$ cat src/rtl/uart_pkg.sv
// Shared UART definitions: serializer/deserializer state codes and default baud timing.
package uart_pkg;

  localparam int DEFAULT_CLKS_PER_BIT = 4;

  typedef enum logic [2:0] {
    IDLE    = 3'd0,
    LOAD    = 3'd1,
    START   = 3'd2,
    DATA    = 3'd3,
    PARITY  = 3'd4,
    STOP    = 3'd5,
    CLEANUP = 3'd6
  } uart_state_t;

endpackage

$ cat src/rtl/uart_fifo.sv
// Synchronous FIFO with registered full/empty; read data is valid the cycle after the read strobe.
module uart_fifo #(
  parameter int WIDTH = 8,
  parameter int DEPTH = 8
) (
  input  logic             i_Clock,
  input  logic             i_Reset,
  input  logic             i_Wr_En,
  input  logic [WIDTH-1:0] i_Wr_Data,
  input  logic             i_Rd_En,
  output logic [WIDTH-1:0] o_Rd_Data,
  output logic             o_Full,
  output logic             o_Empty
);

  localparam int AW = $clog2(DEPTH);
  localparam logic [AW:0] DEPTH_C = (AW+1)'(DEPTH);

  logic [WIDTH-1:0] mem [DEPTH];
  logic [AW-1:0]    wr_ptr;
  logic [AW-1:0]    rd_ptr;
  logic [AW:0]      count;
  logic [AW:0]      count_next;
  logic             push;
  logic             pop;

  // A write while full is dropped even if a pop happens in the same cycle.
  assign push = i_Wr_En && !o_Full;
  assign pop  = i_Rd_En && !o_Empty;

  // NOTE: count_next is assigned a default before the case so no latch is inferred.
  always_comb begin
    count_next = count;
    case ({push, pop})
      2'b10:   count_next = count + (AW+1)'(1);
      2'b01:   count_next = count - (AW+1)'(1);
      default: count_next = count;
    endcase
  end

  always_ff @(posedge i_Clock) begin
    if (i_Reset) begin
      wr_ptr    <= '0;
      rd_ptr    <= '0;
      count     <= '0;
      o_Full    <= 1'b0;
      o_Empty   <= 1'b1;
      o_Rd_Data <= '0;
    end else begin
      if (push) wr_ptr <= wr_ptr + AW'(1);
      if (pop) begin
        rd_ptr    <= rd_ptr + AW'(1);
        o_Rd_Data <= mem[rd_ptr];
      end
      count   <= count_next;
      o_Full  <= (count_next == DEPTH_C);
      o_Empty <= (count_next == '0);
    end
  end

  // NOTE: storage has no reset; pointers and count alone define which entries are live.
  always_ff @(posedge i_Clock) begin
    if (push) mem[wr_ptr] <= i_Wr_Data;
  end

endmodule

$ cat src/rtl/uart_tx_fifo.sv
// FIFO-buffered UART transmitter: start, 8 data bits LSB-first, optional even parity, stop.
module uart_tx_fifo
  import uart_pkg::*;
#(
  parameter int CLKS_PER_BIT = DEFAULT_CLKS_PER_BIT,
  parameter int FIFO_DEPTH   = 8,
  parameter int PARITY_EN    = 1
) (
  input  logic       i_Clock,
  input  logic       i_Reset,
  input  logic       i_Tx_DV,
  input  logic [7:0] i_Tx_Byte,
  output logic       o_Full,
  output logic       o_Empty,
  output logic       o_Tx_Active,
  output logic       o_Tx_Serial,
  output logic       o_Tx_Done,
  output logic [2:0] o_SM_State
);

  localparam logic [7:0] LAST_CNT = 8'(CLKS_PER_BIT - 1);

  uart_state_t state;
  logic [7:0]  clk_cnt;
  logic [2:0]  bit_idx;
  logic [7:0]  shift_data;
  logic        parity_bit;
  logic        fifo_rd;
  logic [7:0]  fifo_data;
  logic        bit_done;

  uart_fifo #(
    .WIDTH (8),
    .DEPTH (FIFO_DEPTH)
  ) u_fifo (
    .i_Clock   (i_Clock),
    .i_Reset   (i_Reset),
    .i_Wr_En   (i_Tx_DV),
    .i_Wr_Data (i_Tx_Byte),
    .i_Rd_En   (fifo_rd),
    .o_Rd_Data (fifo_data),
    .o_Full    (o_Full),
    .o_Empty   (o_Empty)
  );

  // The head is read while IDLE so it is available in LOAD.
  assign fifo_rd    = (state == IDLE) && !o_Empty;
  assign bit_done   = (clk_cnt == LAST_CNT);
  assign o_SM_State = state;

  // Line, active and done are registered and set on the edge that enters each state.
  always_ff @(posedge i_Clock) begin
    if (i_Reset) begin
      state       <= IDLE;
      clk_cnt     <= '0;
      bit_idx     <= '0;
      shift_data  <= '0;
      parity_bit  <= 1'b0;
      o_Tx_Serial <= 1'b1;
      o_Tx_Active <= 1'b0;
      o_Tx_Done   <= 1'b0;
    end else begin
      o_Tx_Done <= 1'b0;
      case (state)
        IDLE: begin
          o_Tx_Serial <= 1'b1;
          clk_cnt     <= '0;
          bit_idx     <= '0;
          if (!o_Empty) begin
            state       <= LOAD;
            o_Tx_Active <= 1'b1;
          end
        end
        LOAD: begin
          shift_data  <= fifo_data;
          parity_bit  <= ^fifo_data;
          o_Tx_Serial <= 1'b0;
          state       <= START;
        end
        START: begin
          if (bit_done) begin
            clk_cnt     <= '0;
            bit_idx     <= '0;
            o_Tx_Serial <= shift_data[0];
            state       <= DATA;
          end else begin
            clk_cnt <= clk_cnt + 8'd1;
          end
        end
        DATA: begin
          if (bit_done) begin
            clk_cnt <= '0;
            if (bit_idx == 3'd7) begin
              if (PARITY_EN != 0) begin
                o_Tx_Serial <= parity_bit;
                state       <= PARITY;
              end else begin
                o_Tx_Serial <= 1'b1;
                state       <= STOP;
              end
            end else begin
              bit_idx     <= bit_idx + 3'd1;
              shift_data  <= {1'b0, shift_data[7:1]};
              o_Tx_Serial <= shift_data[1];
            end
          end else begin
            clk_cnt <= clk_cnt + 8'd1;
          end
        end
        PARITY: begin
          if (bit_done) begin
            clk_cnt     <= '0;
            o_Tx_Serial <= 1'b1;
            state       <= STOP;
          end else begin
            clk_cnt <= clk_cnt + 8'd1;
          end
        end
        STOP: begin
          if (bit_done) begin
            clk_cnt     <= '0;
            o_Tx_Active <= 1'b0;
            o_Tx_Done   <= 1'b1;
            state       <= CLEANUP;
          end else begin
            clk_cnt <= clk_cnt + 8'd1;
          end
        end
        CLEANUP: begin
          o_Tx_Serial <= 1'b1;
          state       <= IDLE;
        end
        default: begin
          o_Tx_Serial <= 1'b1;
          o_Tx_Active <= 1'b0;
          state       <= IDLE;
        end
      endcase
    end
  end

endmodule

$ cat config.mk
export PLATFORM = sky130hd
export DESIGN_NAME = uart_tx_fifo
export DESIGN_NICKNAME = d
export VERILOG_FILES = /design/src/rtl/uart_pkg.sv /design/src/rtl/uart_fifo.sv /design/src/rtl/uart_tx_fifo.sv
export SDC_FILE = /design/constraint.sdc
export NUM_CORES = 1
export LEC_CHECK = 0
export CORE_MARGIN = 2
export CORE_UTILIZATION = 25
export CTS_CLUSTER_DIAMETER = 50
export CTS_CLUSTER_SIZE = 20
export DETAILED_ROUTE_END_ITERATION = 10
export GPL_TIMING_DRIVEN = 1
export RECOVER_POWER = 50
export SETUP_SLACK_MARGIN = 0.15
export SLEW_MARGIN = 10
export SYNTH_ARGS = -nofsm -noshare
export SYNTH_HDL_FRONTEND = slang
export SYNTH_SLANG_ARGS = --single-unit
$ cat constraint.sdc
create_clock -name i_Clock -period 3.35 [get_ports i_Clock]
set_input_delay 0.5025 -clock i_Clock [delete_from_list [all_inputs] [get_ports i_Clock]]
set_output_delay 0.5025 -clock i_Clock [all_outputs]
set_load 0.05 [all_outputs]
### Word-level counts from Yosys, hierarchy flattened

Memory sizes are Yosys's and may differ from the RTL's. A register that Yosys moved wholly into a read port is not among the register bits.
Cells that the tools add are included.
Widths: inputs -> output; s select.

* register bits after elaboration: 38
* latch bits: 0
* RAM bits: 64
* bits in read-only memories: 0
* input bits: 11
* output and inout port bits: 8
* logic and storage cells: 87
* memories kept: 1

* add/subtract/negate cells: 6
* multiply operators: 0
* div/mod/pow operators: 0
* order comparisons: 0
* eq/ne operators: 18
* shift operators: 0
* muxes and demuxes: 28
* bitwise logic cells: 2
* reductions and logical operators: 19

Memories
* u_fifo.mem: depth 8, bits a word 8, read ports 1, clocked after memory_dff 1, wr ports 1, RTL line uart_fifo.sv:19 `logic [WIDTH-1:0] mem [DEPTH];`

Operator list (number)
* $pmux 8 s2: 2
* $mux 3: 9
* $mux 8: 3
* $pmux 3 s6: 1
* $ne 2x2->1 const B: 7
* $eq 3x3->1 const B: 4
* $add 3x1->3 const B: 3
* $mux 1: 9
* $pmux 3 s3: 1
* $add 8x1->8 const B: 1
* $eq 8x2->1 const B: 1
* $pmux 4 s2: 1
* $reduce_and 4->1: 2
* $reduce_xor 8->1: 1
* $eq 3x2->1 const B: 2
* $reduce_and 3->1: 2
* $reduce_and 6->1: 1
* $pmux 1 s5: 1
* $reduce_or 5->1: 1
* $add 4x1->4 const B: 1
* $eq 4x4->1 const B: 1
* $logic_not 4->1: 1
* $reduce_bool 2->1: 2
* $reduce_or 4->1: 1
* other kinds (11): 15

### Logic depth before layout (Yosys ltp)

Gate-level depths: netlist of the first run.

* word-level depth: 6
* depth in mapped cells: 12
* depth with buffers taken out: 10

### Hierarchy

From an unflattened synthesis of the first run, not the netlist that was laid out.

* cell total of the unflattened synthesis: 365
* area total of the unflattened synthesis: 4792.1 um^2

By module, submodules not included
* uart_fifo: instances 1, cells an instance 197, area an instance 3304.4 um^2, sequential area each 2322.2 um^2
* uart_tx_fifo: instances 1, cells an instance 168, area an instance 1487.7 um^2, sequential area each 520.5 um^2

### Least setup slack after synthesis of the first run

No wires, ideal clock.

* kind: reg2reg
* start: register state[2], in the netlist o_SM_State[2]
* end: register u_fifo.o_Empty
* library setup time: 0.116 ns
* data arrival time: 2.785 ns
* required time: 3.234 ns
* path slack: 0.449 ns
* stages on the path, launching flop included: 11
* buffers on the path: 2
* period minus slack after synthesis: 2.901 ns
* cells stage by stage: dfxtp_1 buf_6 or4_4 inv_2 clkbuf_1 ha_1 nor4b_1 a311oi_2 a21o_1 and2_1 a41o_1

* word-level cells in the longest chain between the ends: 6
* elaborated cells between the ends (all ways): 7
* those cells by class: 2 x eq/ne; 1 x mux; 4 x reduce/logical

RTL lines
* start, declared: RTL line uart_tx_fifo.sv:23 `uart_state_t state;`
* start signal, assigned: RTL line uart_tx_fifo.sv:54 `state <= IDLE;`
* start signal, assigned: RTL line uart_tx_fifo.sv:70 `state <= LOAD;`
* start signal, assigned: RTL line uart_tx_fifo.sv:78 `state <= START;`
* $logic_not 3->1 (*): RTL line uart_tx_fifo.sv:47 `assign fifo_rd = (state == IDLE) && !o_Empty;`
* $logic_and 1x1->1 (*): RTL line uart_tx_fifo.sv:47
* $logic_and 1x1->1 (*): RTL line uart_fifo.sv:29 `assign pop = i_Rd_En && !o_Empty;`
* $eq 2x1->1 or $eq 2x2->1 (tied branches): RTL line uart_fifo.sv:34 `case ({push, pop})`
* $pmux 4 s2 (*): RTL line uart_fifo.sv:34
* $logic_not 4->1 (*): RTL line uart_fifo.sv:57 `o_Empty <= (count_next == '0);`
* end signal, assigned: RTL line uart_fifo.sv:57
* end, declared: RTL line uart_fifo.sv:13 `output logic o_Empty`

Mark *: on every way between the ends. The rest lies on a longest branch, timed or not.
A chain may end at the register's enable or synchronous reset.

### Worst setup path after layout of the first run

* start: input port i_Tx_DV
* end: register u_fifo.o_Empty

* word-level cells in the longest chain between the ends: 4
* elaborated cells between the ends (all ways): 5
* those cells by class: 2 x eq/ne; 1 x mux; 2 x reduce/logical

RTL lines
* start, declared: RTL line uart_tx_fifo.sv:11 `input logic i_Tx_DV,`
* $logic_and 1x1->1 (*): RTL line uart_fifo.sv:28 `assign push = i_Wr_En && !o_Full;`
* $eq 2x1->1 or $eq 2x2->1 (tied branches): RTL line uart_fifo.sv:34
* $pmux 4 s2 (*): RTL line uart_fifo.sv:34
* $logic_not 4->1 (*): RTL line uart_fifo.sv:57

Marked as above.

==> reports/metrics.json, run 1 <==
{
  "chipWidth": {"value": 141, "unit": "um"},
  "start_util": {"value": 0.254},
  "worst_setup_hold_path_clk_slew": {"value": 0.08, "unit": "ns"},
  "ys_seq_area_frac": {"value": 0.603},
  "fillers": {"value": 1849},
  "drive_above_1_share": {"value": 0.122},
  "yosys.cell_count.top_type": {"value": "sky130_fd_sc_hd__edfxtp_1"},
  "critical_path.slowest_cell": {"value": "sky130_fd_sc_hd__dlygate4sd3_1"},
  "cts.repair.resized": {"value": 0},
  "synth_area": {"value": 4710, "unit": "sq um"},
  "vdd_drop_max": {"value": 0.289, "unit": "mV"},
  "root_buffer_cell": {"value": "sky130_fd_sc_hd__clkbuf_16"},
  "wirelength": {"value": 8790, "unit": "um"},
  "insertedDiodeCount": {"value": 0},
  "timing.slew.headroom": {"value": 0.400},
  "hold_path.class": {"value": "flip-flop to flip-flop"},
  "area_growth": {"value": 16.6, "unit": "%"},
  "numPlacedInstances": {"value": 621},
  "synth_top_area_frac": {"value": 0.408},
  "die_height": {"value": 141, "unit": "um"},
  "ctsHtreeMaxLevel": {"value": 3},
  "worstPathCellList": {"value": "dlygate4sd3_1 > nor2b_1 > clkbuf_1 > inv_1 > ha_1 > nor4bb_1 > a311oi_2 > nand4_1 > and2_1 > a41o_1"},
  "vias_per_cell": {"value": 4.59},
  "slew_violations": {"value": 0},
  "num_rows": {"value": 50},
  "maximum_number_of_pins_on_one_net_before_global_route_repair": {"value": 26},
  "cts_setup_buffers": {"value": 0},
  "power.leakage": {"value": 1.76, "unit": "nW"},
  "worst-path-buf-inv": {"value": 3},
  "detail_route.first_pass.iterations": {"value": 5},
  "synthTopCellsByArea": {"value": "sky130_fd_sc_hd__edfxtp_1 41%, sky130_fd_sc_hd__dfxtp_1 20%, sky130_fd_sc_hd__mux4_2 7.6%"},
  "count_of_endpoints_failing_setup_in_the_final_report": {"value": 0},
  "finalNetCount": {"value": 416},
  "critical_path.max_stage_delay": {"value": 0.56, "unit": "ns"},
  "cp.arrival": {"value": 2.95, "unit": "ns"},
  "route.detailed.wl_per_inst": {"value": 13.8, "unit": "um"},
  "total_drc_errors_in_the_routed_layout": {"value": 0},
  "globalplace.congestion": {"value": 0.762},
  "grt_antenna_before_repair": {"value": 0},
  "place.port_buffers": {"value": 18},
  "worst_skew_pair.late_latency": {"value": 0.35, "unit": "ns"},
  "finished_layout_cells": {"value": 637},
  "coreArea": {"value": 18600, "unit": "sq um"},
  "cts.sink_count": {"value": 110},
  "clock_skew": {"value": 0.00871, "unit": "ns"},
  "finalHoldViolCount": {"value": 0},
  "max_cap_violations": {"value": 0},
  "postCtsHoldBufs": {"value": 0},
  "globalRouteOverflowTotal": {"value": 0},
  "synthDominantAreaCellType": {"value": "sky130_fd_sc_hd__edfxtp_1"},
  "timing_worst_slew_pin_value": {"value": 0.899, "unit": "ns"},
  "clock_tree_from_tritoncts": {"value": "built"},
  "timing.final.crit_share": {"value": 0.808},
  "ys_seq_elements": {"value": 110},
  "netlist-cell-type-count": {"value": 51},
  "place_hpwl": {"value": 5960, "unit": "um"},
  "first_global_vias": {"value": 2984},
  "power_density": {"value": 735, "unit": "nW/um^2"},
  "finalSetupTns": {"value": 0, "unit": "ns"},
  "ios": {"value": 19},
  "drt_first_iter_violations": {"value": 169},
  "synth_nets": {"value": 394},
  "worstSetupStartpointType": {"value": "input pin"},
  "clock_path_buffers": {"value": 2},
  "timing.final.crit_period": {"value": 2.71, "unit": "ns"},
  "grt_setup_unrepaired": {"value": "no"},
  "synth_warnings": {"value": 0},
  "track_usage": {"value": 0.0937},
  "synth-async-reset-ratio": {"value": 0},
  "critical_path_class": {"value": "input pin to flip-flop"},
  "grt_pass1_wl": {"value": 14700, "unit": "um"},
  "critical_path_peak_fanout": {"value": 7},
  "run_status": {"value": "complete, no violations"},
  "die-area": {"value": 20000, "unit": "sq um"},
  "synthTopCellsByCount": {"value": "64 x sky130_fd_sc_hd__edfxtp_1, 46 x sky130_fd_sc_hd__dfxtp_1, 41 x sky130_fd_sc_hd__nor2_1"},
  "flip_flop_cell_with_the_highest_count_after_synthesis": {"value": "sky130_fd_sc_hd__edfxtp_1"},
  "postSynthAreaPerCell": {"value": 12.5, "unit": "sq um"},
  "post_synth_inst_count": {"value": 376},
  "cp_endpoint_kind": {"value": "flip-flop"},
  "cts_made_buffers": {"value": 9},
  "rrSetupSlack": {"value": 0.99, "unit": "ns"},
  "postRouteAntennaNets": {"value": 0},
  "cp.required": {"value": 3.59, "unit": "ns"},
  "fmax": {"value": 370, "unit": "MHz"},
  "dr_total_vias": {"value": 2921},
  "number_of_synthesized_flops_with_an_enable_pin": {"value": 64},
  "critical_path.top_delay_family": {"value": "buffers and inverters"}
}
## registers in the layout (all words and copies together) (netlist names)
signal            cells
o_Tx_Serial           1
shift_data            8
u_fifo.mem           64
u_fifo.o_Full         1
clk_cnt               8
u_fifo.rd_ptr         3
bit_idx               3
o_Tx_Active           1
u_fifo.count          4
o_Tx_Done             1
u_fifo.o_Rd_Data      8
parity_bit            1
u_fifo.o_Empty        1
o_SM_State            3
u_fifo.wr_ptr         3
## cells in the final DEF (no fill, tap or decap), drive strengths merged, types with 2 or more instances in the layout
cell type | netlist | layout
a211o | 2 | 2
mux4 | 16 | 16
xnor2 | 12 | 12
o21ai | 7 | 7
nor3b | 2 | 2
nand2b | 7 | 7
clkinv | 0 | 2
a21oi | 17 | 17
or3 | 5 | 5
o21a | 3 | 3
a211oi | 10 | 10
nand3 | 8 | 8
dlygate4sd3 | 0 | 10
nor2 | 42 | 42
edfxtp | 64 | 64
buf | 7 | 9
o22ai | 2 | 2
or4 | 2 | 2
clkbuf | 16 | 16
dfxtp | 46 | 46
ha | 7 | 7
inv | 8 | 13
nor3 | 8 | 8
xor2 | 6 | 6
mux2i | 12 | 12
a311oi | 8 | 8
and3 | 3 | 3
nand2 | 31 | 31
nand4 | 5 | 5
clkdlybuf4s50 | 0 | 8
nor2b | 4 | 4
a21o | 2 | 2
## power breakdown
group          total, mW  switching (mW)  internal, mW
clock network       1.11           0.561         0.551
registers           1.76           0.153          1.60
logic               1.17           0.644         0.528
## cell families (layout without fill, tap and decap cells)
family                     count (synthesis)  in the layout  synth area share
and+or+nand+nor                          124            124             0.129
DFF                                      110            110             0.603
AOI/OAI and AO/OA                         58             58            0.0849
buffers and inverters                     31             58            0.0289
muxes                                     28             28             0.102
xor gates and xnor gates                  18             18            0.0334
adders and majority gates                  7              7            0.0186
## per-stage QoR
step | setup slack, ns | utilization | power, mW | hold slack, ns | instance area (sq um)
6_report | 0.644 | 0.296 | 4.04 | 0.458 | 5500
4_1_cts | 0.922 | 0.297 | 4.09 | 0.463 | 5520
5_1_grt | 0.468 | 0.296 | 4.27 | 0.491 | 5500
2_1_floorplan | 0.449 | - | 2.68 | 0.436 | 4710
3_5_place_dp | 0.562 | 0.280 | 2.98 | 0.454 | 5200
3_3_place_gp | 0.703 | 0.280 | 2.93 | 0.442 | 5200
## layer usage
layer | global-route usage | vias to the layer above | share of wire
met5 | 0 | - | 0
met4 | 0.0337 | 0 | 0.014
met3 | 0.0270 | 9 | 0.040
met2 | 0.159 | 59 | 0.49
met1 | 0.114 | 1414 | 0.46
li1 | - | 1439 | -
## worst register-to-register path, stage by stage, from the launching register on
cell and delay [ns]:
sky130_fd_sc_hd__dfxtp_1 0.32, sky130_fd_sc_hd__or4_4 0.58, sky130_fd_sc_hd__inv_2 0.09, sky130_fd_sc_hd__ha_1 0.23, sky130_fd_sc_hd__nor4bb_1 0.33, sky130_fd_sc_hd__a311oi_2 0.10
sky130_fd_sc_hd__a21o_1 0.21, sky130_fd_sc_hd__and2_1 0.15, sky130_fd_sc_hd__a41o_1 0.22
## cell type report
type / count / area, sq um / share of cell area
inverters: 8 / 30.0 / 0.00546
flip-flops and latches: 110 / 2840 / 0.517
multi-input cells: 235 / 1740 / 0.316
repair buffers: 34 / 274 / 0.0499
clock buffers: 9 / 225 / 0.0410
clock inverters: 7 / 96.3 / 0.0175
well taps: 234 / 293 / 0.0533
## worst paths after layout
path                               startpoint        endpoint  cells after the start
worst min-delay path               bit_idx[2]      bit_idx[2]                      2
worst max-delay path                  i_Tx_DV  u_fifo.o_Empty                     10
worst max register to register  o_SM_State[2]  u_fifo.o_Empty                      8
worst min register to register     bit_idx[2]      bit_idx[2]                      2
(Power assumes the default switching activity.)
==> inputs of run 2 (changes only) <==
==> constraint.sdc (replaced) <==
create_clock -name i_Clock -period 2.4 [get_ports i_Clock]
set_input_delay 0.36 -clock i_Clock [delete_from_list [all_inputs] [get_ports i_Clock]]
set_output_delay 0.36 -clock i_Clock [all_outputs]
set_load 0.05 [all_outputs]
==> reports/metrics.json, run 2 (synthesis results as in run 1) <==
{
  "run_status": {"value": "complete, no violations"},
  "slew_violations": {"value": 0},
  "worst_skew_pair.late_latency": {"value": 0.35, "unit": "ns"},
  "timing.slew.headroom": {"value": 0.422},
  "ios": {"value": 19},
  "postCtsHoldBufs": {"value": 0},
  "reg2regPathDepth": {"value": 10},
  "area_growth": {"value": 20.4, "unit": "%"},
  "dpl-instance-area": {"value": 5330, "unit": "sq um"},
  "coreArea": {"value": 18600, "unit": "sq um"},
  "timing_worst_slew_pin_value": {"value": 0.868, "unit": "ns"},
  "root_buffer_cell": {"value": "sky130_fd_sc_hd__clkbuf_16"},
  "largest_register_ff_count": {"value": 64},
  "timing.rr.start": {"value": "o_SM_State[2]"},
  "critical_path.top_delay_family": {"value": "simple AND/OR/NAND/NOR gates"},
  "vdd_drop_max": {"value": 0.440, "unit": "mV"},
  "grt_setup_unrepaired": {"value": "yes"},
  "chipWidth": {"value": 141, "unit": "um"},
  "maximum_number_of_pins_on_one_net_before_global_route_repair": {"value": 26},
  "cts_made_buffers": {"value": 9},
  "finalNetCount": {"value": 426},
  "drt_first_iter_violations": {"value": 162},
  "route.detailed.wl_per_inst": {"value": 14.4, "unit": "um"},
  "track_usage": {"value": 0.0940},
  "mostFrequentLayoutCell": {"value": "sky130_fd_sc_hd__edfxtp_1"},
  "critical_path_peak_fanout": {"value": 4},
  "min_delay_path_depth": {"value": 2},
  "cp.arrival": {"value": 2.47, "unit": "ns"},
  "r2r-end": {"value": "u_fifo.o_Empty"},
  "timing.hold.worst_endpoint": {"value": "u_fifo.rd_ptr[1]"},
  "cts.sink_count": {"value": 110},
  "rrSetupSlack": {"value": 0.16, "unit": "ns"},
  "largest_register": {"value": "u_fifo.mem"},
  "power_density": {"value": 1020, "unit": "nW/um^2"},
  "area_used_by_sequential_logic_in_the_layout": {"value": 2850, "unit": "sq um"},
  "timing.final.crit_share": {"value": 0.933},
  "finalPower": {"value": 5.80, "unit": "mW"},
  "num_rows": {"value": 50},
  "first_global_vias": {"value": 2958},
  "worstPathCellList": {"value": "or4_4 > inv_4 > buf_12 > ha_4 > buf_4 > a21oi_2 > a21boi_2 > nor3_2 > xnor2_1 > a41o_1"},
  "finalHoldViolCount": {"value": 0},
  "hold_path.class": {"value": "flip-flop to flip-flop"},
  "insertedDiodeCount": {"value": 0},
  "globalRouteOverflowTotal": {"value": 0},
  "timing.final.crit_period": {"value": 2.24, "unit": "ns"},
  "finished_layout_cells": {"value": 645},
  "multiInputGateArea": {"value": 1840, "unit": "sq um"},
  "wirelength": {"value": 9280, "unit": "um"},
  "hold_ws": {"value": 0.455, "unit": "ns"},
  "detail_route.first_pass.iterations": {"value": 4},
  "cp_endpoint_kind": {"value": "flip-flop"},
  "clock_skew": {"value": 0.00998, "unit": "ns"},
  "total_drc_errors_in_the_routed_layout": {"value": 0},
  "numPlacedInstances": {"value": 627},
  "postRouteAntennaNets": {"value": 0},
  "dr_total_vias": {"value": 2977},
  "ctsHtreeMaxLevel": {"value": 3},
  "place.port_buffers": {"value": 18},
  "start_util": {"value": 0.254},
  "vias_per_cell": {"value": 4.62},
  "worst_setup_hold_path_clk_slew": {"value": 0.07, "unit": "ns"},
  "layout.cells.most_common_list": {"value": "64 x sky130_fd_sc_hd__edfxtp_1, 41 x sky130_fd_sc_hd__nor2_1, 41 x sky130_fd_sc_hd__dfxtp_1, 30 x sky130_fd_sc_hd__nand2_1, 18 x sky130_fd_sc_hd__buf_4"},
  "hold_path_startpoint": {"value": "u_fifo.rd_ptr[1]"},
  "globalplace.congestion": {"value": 0.752},
  "clock_path_buffers": {"value": 2},
  "fillers": {"value": 1840},
  "critical_path.max_stage_delay": {"value": 0.56, "unit": "ns"},
  "cp.required": {"value": 2.63, "unit": "ns"},
  "max_cap_violations": {"value": 0},
  "die_height": {"value": 141, "unit": "um"},
  "critical_path_class": {"value": "flip-flop to flip-flop"},
  "drive_above_1_share": {"value": 0.178},
  "clock_tree_from_tritoncts": {"value": "built"},
  "grt_pass1_wl": {"value": 14900, "unit": "um"},
  "power.leakage": {"value": 1.86, "unit": "nW"},
  "count_of_endpoints_failing_setup_in_the_final_report": {"value": 0},
  "worst-path-buf-inv": {"value": 3},
  "fmax": {"value": 447, "unit": "MHz"},
  "place_hpwl": {"value": 6010, "unit": "um"},
  "worstSetupStartpointType": {"value": "flip-flop"},
  "critical_path.slowest_cell": {"value": "sky130_fd_sc_hd__or4_4"},
  "grt_antenna_before_repair": {"value": 0},
  "layout.cell_area.non_filler": {"value": 5680, "unit": "sq um"},
  "die-area": {"value": 20000, "unit": "sq um"}
}
## run 2: worst max-delay path by stage
stage,from,endpoint,slack (ns),cells past startpoint
6_report,o_SM_State[2],u_fifo.o_Empty,0.16,10
5_1_grt,o_SM_State[2],u_fifo.o_Empty,0.04,10
3_3_place_gp,i_Tx_DV,u_fifo.o_Empty,0.03,9
4_1_cts,o_SM_State[2],u_fifo.o_Empty,0.16,10
2_1_floorplan,o_SM_State[1],u_fifo.o_Empty,-0.10,12
3_5_place_dp,i_Tx_DV,u_fifo.o_Empty,-0.04,9
## run 2: tightest hold or removal path, delay by kind of cell, from the launching register on
| kind | cells | cell delay (ns) |
|---|---|---|
| and+or+nand+nor | 1 | 0.05 |
| DFF | 1 | 0.31 |
| AOI/OAI and AO/OA | 1 | 0.05 |
## run 2: report_power, final
part	internal (mW)	leakage [nW]	switching [mW]
Clock	0.815	0.144	0.667
Combinational	0.882	0.752	0.986
Sequential	2.24	0.960	0.211
Total	3.94	1.86	1.86
## run 2: through the flow
stage	utilization	setup slack, ns	TNS (ns)
after CTS	0.303	0.162	0
after detailed placement	0.287	-0.0367	-0.0367
final	0.306	0.160	0
after floorplan	-	-0.103	-0.177
after global placement	0.287	0.0276	0
after global routing	0.306	0.0366	0
## run 2: timing repair
item,in CTS,in global routing
pin swaps,1,4
gates cloned,0,1
setup buffers,1,2
gates resized for setup,2,8
endpoints found under the setup margin,4,13
## run 2: layout make-up
| cell class | count | share of cell area |
|---|---|---|
| clock inverters | 5 | 0.0119 |
| clock buffers | 9 | 0.0397 |
| multi-input cells | 236 | 0.323 |
| repair buffers | 43 | 0.0650 |
| inverters | 8 | 0.00573 |
| well taps | 234 | 0.0516 |
| flip-flops and latches | 110 | 0.503 |
## run 2: metal layers
| layer | GRT usage | share of wire |
|---|---|---|
| met3 | 0.0246 | 0.033 |
| met5 | 0 | 0 |
| met4 | 0.0289 | 0.0096 |
| met2 | 0.157 | 0.50 |
| met1 | 0.119 | 0.46 |
